### src/rtl/sar_adc_scan_ctrl.sv
// Multi-channel SAR ADC scan controller: walks the enabled channels in ascending
// order, runs one binary search per channel and hands results out over valid/ready.
//
// state    | meaning
// IDLE     | waiting for start with a non-zero channel mask
// SAMPLE   | one arm cycle after a result (next channel select), then track/hold closed
// CONVERT  | binary search, one bit per SETTLE_CYCLES+1 cycles
// WAIT_OUT | conversion finished, output register still occupied
module sar_adc_scan_ctrl #(
  parameter int WIDTH         = 8,
  parameter int NCH           = 4,
  parameter int SAMPLE_CYCLES = 4,
  parameter int SETTLE_CYCLES = 1,
  parameter int CHW           = (NCH > 1) ? $clog2(NCH) : 1
) (
  input  logic             clk,
  input  logic             rst_n,
  input  logic             start,
  input  logic             cont,
  input  logic [NCH-1:0]   ch_mask,
  input  logic             cmp,
  output logic [CHW-1:0]   mux_sel,
  output logic             sample,
  output logic [WIDTH-1:0] dac_code,
  output logic [WIDTH-1:0] result_data,
  output logic [CHW-1:0]   result_ch,
  output logic             result_valid,
  input  logic             result_ready,
  output logic             busy
);

  localparam int CW = $clog2(SAMPLE_CYCLES + SETTLE_CYCLES + 1);
  localparam int BW = $clog2(WIDTH);

  typedef enum logic [1:0] {IDLE, SAMPLE, CONVERT, WAIT_OUT} state_t;

  state_t           state_q;
  logic [NCH-1:0]   mask_q;
  logic [CW-1:0]    cnt_q;
  logic [BW-1:0]    bit_q;
  logic             arm_q;
  logic [CHW-1:0]   nxt_ch_q;

  logic [WIDTH-1:0] decided;
  logic [WIDTH-1:0] trial;
  logic [WIDTH-1:0] fin_code;
  logic [NCH-1:0]   rem_mask;
  logic             can_load;
  logic             done_conv;
  logic             finish;
  logic             last_ch;

  function automatic logic [CHW-1:0] low_idx(input logic [NCH-1:0] m);
    low_idx = '0;
    for (int i = NCH - 1; i >= 0; i--)
      if (m[i]) low_idx = CHW'(i);
  endfunction

  always_comb begin
    decided          = dac_code;
    decided[bit_q]   = cmp;
    trial            = decided;
    if (bit_q != '0) trial[bit_q - BW'(1)] = 1'b1;
    rem_mask = '0;
    for (int i = 0; i < NCH; i++)
      rem_mask[i] = mask_q[i] && (i > int'(mux_sel));
  end

  assign can_load  = !result_valid || result_ready;
  assign done_conv = (state_q == CONVERT) && (cnt_q == '0) && (bit_q == '0);
  assign finish    = (done_conv || (state_q == WAIT_OUT)) && can_load;
  assign fin_code  = (state_q == WAIT_OUT) ? dac_code : decided;
  assign last_ch   = (rem_mask == '0);
  assign busy      = (state_q != IDLE);

  always_ff @(posedge clk or negedge rst_n) begin
    if (!rst_n) begin
      state_q      <= IDLE;
      mask_q       <= '0;
      cnt_q        <= '0;
      bit_q        <= '0;
      arm_q        <= 1'b0;
      nxt_ch_q     <= '0;
      mux_sel      <= '0;
      sample       <= 1'b0;
      dac_code     <= '0;
      result_data  <= '0;
      result_ch    <= '0;
      result_valid <= 1'b0;
    end else begin
      if (result_valid && result_ready) result_valid <= 1'b0;

      case (state_q)
        IDLE: begin
          if (start) begin
            mask_q <= ch_mask;
            if (ch_mask != '0) begin
              state_q  <= SAMPLE;
              mux_sel  <= low_idx(ch_mask);
              sample   <= 1'b1;
              dac_code <= '0;
              cnt_q    <= CW'(SAMPLE_CYCLES - 1);
            end
          end
        end
        SAMPLE: begin
          if (arm_q) begin
            arm_q    <= 1'b0;
            mux_sel  <= nxt_ch_q;
            sample   <= 1'b1;
            dac_code <= '0;
            cnt_q    <= CW'(SAMPLE_CYCLES - 1);
          end else if (cnt_q == '0) begin
            state_q  <= CONVERT;
            sample   <= 1'b0;
            dac_code <= {1'b1, {(WIDTH-1){1'b0}}};
            bit_q    <= BW'(WIDTH - 1);
            cnt_q    <= CW'(SETTLE_CYCLES);
          end else begin
            cnt_q <= cnt_q - CW'(1);
          end
        end
        CONVERT: begin
          if (cnt_q != '0) begin
            cnt_q <= cnt_q - CW'(1);
          end else if (bit_q != '0) begin
            dac_code <= trial;
            bit_q    <= bit_q - BW'(1);
            cnt_q    <= CW'(SETTLE_CYCLES);
          end else begin
            dac_code <= decided;
            if (!can_load) state_q <= WAIT_OUT;
          end
        end
        default: ;
      endcase

      // Result hand-off and advance to the next channel (or wrap / stop)
      if (finish) begin
        result_data  <= fin_code;
        result_ch    <= mux_sel;
        result_valid <= 1'b1;
        if (!last_ch) begin
          state_q  <= SAMPLE;
          arm_q    <= 1'b1;
          nxt_ch_q <= low_idx(rem_mask);
        end else if (cont) begin
          mask_q <= ch_mask;
          if (ch_mask != '0) begin
            state_q  <= SAMPLE;
            arm_q    <= 1'b1;
            nxt_ch_q <= low_idx(ch_mask);
          end else begin
            state_q <= IDLE;
          end
        end else begin
          state_q <= IDLE;
        end
      end
    end
  end

endmodule

### config.mk
export PLATFORM = sky130hd
export DESIGN_NAME = sar_adc_scan_ctrl
export DESIGN_NICKNAME = d
export VERILOG_FILES = /design/src/rtl/sar_adc_scan_ctrl.sv
export SDC_FILE = /design/constraint.sdc
export NUM_CORES = 1
export LEC_CHECK = 0
export CORE_MARGIN = 2
export CORE_UTILIZATION = 47
export DETAILED_ROUTE_END_ITERATION = 8
export PLACE_DENSITY = 0.71
export SLEW_MARGIN = 40
export SYNTH_ARGS = -nofsm -noshare
export SYNTH_HDL_FRONTEND = slang
export SYNTH_SLANG_ARGS = --single-unit
### constraint.sdc
create_clock -name clk -period 2.6 [get_ports clk]
set_input_delay 0.65 -clock clk [delete_from_list [all_inputs] [get_ports clk]]
set_output_delay 0.65 -clock clk [all_outputs]
set_load 0.02 [all_outputs]
==> impl_metrics.yaml, run 1 <==
place:
  dpl.hpwl_um: 3700
  numPortBuffers: 32
  gp_congestion: 0.904
global_routing:
  grt-ovfl-total: 0
  grt_max_degree: 37
  track_usage: 0.211
  grt_pass1_vias: 1821
  grt_pass1_wl_um: 8680
  antenna_found_initial: 0
route:
  wirelength_um: 5120
  via_per_inst: 5.67
  drc: 0
  ant_nets: 0
  detail_route.wl_per_cell_um: 14.7
  route.vias.total: 1980
  first_pass_iters: 4
  drt_iter0_markers: 152
critical_path:
  cp_max_fo: 7
  required_ns: 1.95
  cp.arrival_ns: 1.81
  crit_top_cell: "inv_1"
  critPathSlowestCell: "clkdlybuf4s50_1"
  critical-path-top-delay-family: "buffers and inverters"
  crit_chain: "inv_1 > ha_1 > inv_1 > clkdlybuf4s50_1"
  crit_type: "flip-flop to primary output"
  ff2ff_setup_slack_ns: 0.39
  end_kind: "primary output"
  path_buf_inv: 3
  critPathLaunchType: "flip-flop"
  max_stage_delay_ns: 0.60
power_and_ir_drop:
  ir_worst_vdd_uv: 714
  p_leak_uw: 0.00122
  power.density_nw_per_um2: 1350
  p_total_uw: 3720
synth:
  synth_ff_type: "dfrtp_1"
  synth_edf_count: 0
  ys_ff_latch: 36
  syn_nets: 269
  synth_cell_types: 42
  async_reset_ff_frac: 1.00
  avgSynthCellArea_um2: 8.78
  synth.cell_area_um2: 2210
  ys_seq_area_frac: 0.407
  syn_inst: 252
  ys_warn_count: 0
sta:
  fin_tns_setup_ns: 0
  final_hold_viol_count: 0
  skew_ns: 0.00443
  timing.hold.ws_ns: 0.515
  post-route-min-period_ns: 2.46
  worst_slew_pin_slew_ns: 0.460
  setup_violations: 0
  slew_viol_final: 0
  fmax_mhz: 407
  grt_setup_unrepaired: "false"
  max-slew-margin-rel: 0.694
  min_period_over_period: 0.945
clock_tree:
  clkTransAtPathRegs_ns: 0.08
  post_cts_resized: 0
  clk_latency_ns: 0.29
  cts_buffers: 5
  post_cts_buffers: 0
  ctsHtreeMaxLevel: 2
  cts_hold_buf: 0
  clk_path_buf_depth: 2
  clkSinkCount: 36
  clock-root-buffer: "clkbuf_8"
  cts_tree: "built"
final_layout:
  diodes: 0
  syn_to_final_growth_pct: 25.1
  multi_input_area_um2: 1200
  final_core_util: 0.622
  register_area_um2: 901
  fillCellCount: 379
  drive_above_1_share: 0.145
  layout.nets: 313
worst_hold_path:
  hold_path_class: "flip-flop to flip-flop"
job:
  cap_viol_max_count: 0
run_status:
  status: "complete, no violations"
floorplanning:
  core-area_um2: 4440
  die_area_um2: 5270
  dieWidth_um: 72.6
  pin_count: 33
  start_util: 0.498
  row_count: 24
  die_h_um: 72.6
metrics by stage:
stage	setup slack, ns	instances	instance area (µm²)
3_5_place_dp	0.125	341	2670
3_3_place_gp	0.137	341	2670
5_1_grt	0.0637	349	2770
2_1_floorplan	0.431	252	2210
6_report	0.142	349	2770
4_1_cts	0.144	349	2770
Yosys cell counts (3+ instances only):
cell type | count | area share
a21boi_0 | 3 | 0.010
nand3_1 | 4 | 0.0091
a21oi_1 | 30 | 0.068
dfrtp_1 | 36 | 0.41
nor2_1 | 32 | 0.054
nand2b_1 | 5 | 0.014
a31oi_1 | 6 | 0.017
ha_1 | 7 | 0.040
mux2_2 | 10 | 0.051
inv_1 | 11 | 0.019
mux2i_1 | 13 | 0.059
nand2_1 | 22 | 0.037
o21ai_0 | 18 | 0.041
nor3_1 | 7 | 0.016
buf_2 | 5 | 0.011
clkbuf_1 | 8 | 0.014
o31ai_1 | 3 | 0.010
flip-flops by register name (all words and copies together), names as in the netlist, 2 cells and up:
register     count
mux_sel          2
state_q          2
mask_q           3
dac_code         8
result_ch        2
result_data      8
cnt_q            3
bit_q            3
nxt_ch_q         2
per-layer routing:
layer  track usage  vias up  part of all wire
met4        0.0823        0             0.017
met3        0.0318        9             0.059
met2         0.307       54              0.44
met1         0.317      930              0.49
met5             0        -                 0
li1              -      987                 -
where the power goes:
part / total [µW] / internal (µW) / switching [µW]
Clock: 426 / 212 / 215
Sequential: 1030 / 810 / 215
Combinational: 2270 / 1040 / 1230
cells by family after synthesis:
kind of cell             after synthesis  synth area share
AND/OR/NAND/NOR                       83             0.177
AO/OA/AOI/OAI                         76             0.209
flip-flops                            36             0.407
buffers and inverters                 26            0.0503
multiplexers                          24             0.117
adder cells (fa/ha/maj)                7            0.0396
path summary, 6_finish.rpt:
| check | from | end | cells after the start |
|---|---|---|---|
| max | state_q[0] | busy | 4 |
| min | result_data[0] | result_data[0] | 1 |
| max reg2reg | state_q[1] | dac_code[4] | 7 |
| min reg2reg | result_data[0] | result_data[0] | 1 |
| max in group asynchronous | rst_n | result_ch[1] | 2 |
| min in group asynchronous | rst_n | mask_q[2] | 2 |
placed cells by master, fill, tap and decap left out, types with 2 or more instances in the layout:
cell type,count
buf_4,19
dfrtp_1,36
nand3b_1,2
or3_1,2
clkinv_2,2
nor2_1,32
ha_1,7
o31ai_1,3
clkdlybuf4s50_1,32
nand2_1,22
nor3_1,7
nand2b_1,5
and2_1,2
mux2_2,10
o22ai_1,2
o21ai_0,18
o41ai_1,2
a21boi_0,3
a21oi_1,30
a22o_1,2
nor2b_1,2
nand3_1,4
inv_1,11
mux2i_1,13
a31oi_1,6
clkbuf_8,6
layout make-up:
| cell class | count | share of cell area |
|---|---|---|
| clock buffer | 6 | 0.0299 |
| clock inverter | 2 | 0.00362 |
| timing repair buffer | 51 | 0.167 |
| multi-input combinational | 190 | 0.434 |
| sequential | 36 | 0.326 |
| inverter | 12 | 0.0163 |
| tap | 52 | 0.0235 |
(Power assumes the default switching activity.)
==> run 2: changes to the inputs <==
CAP_MARGIN = 20   (was not set)
==> results of run 2 <==
Final layout, timing and power as in run 1 (identical DEF).
==> run 3: changes to the inputs <==
CAP_MARGIN = not set   (was 20)
==> results of run 3 <==
Final layout, timing and power as in run 1 (identical DEF).
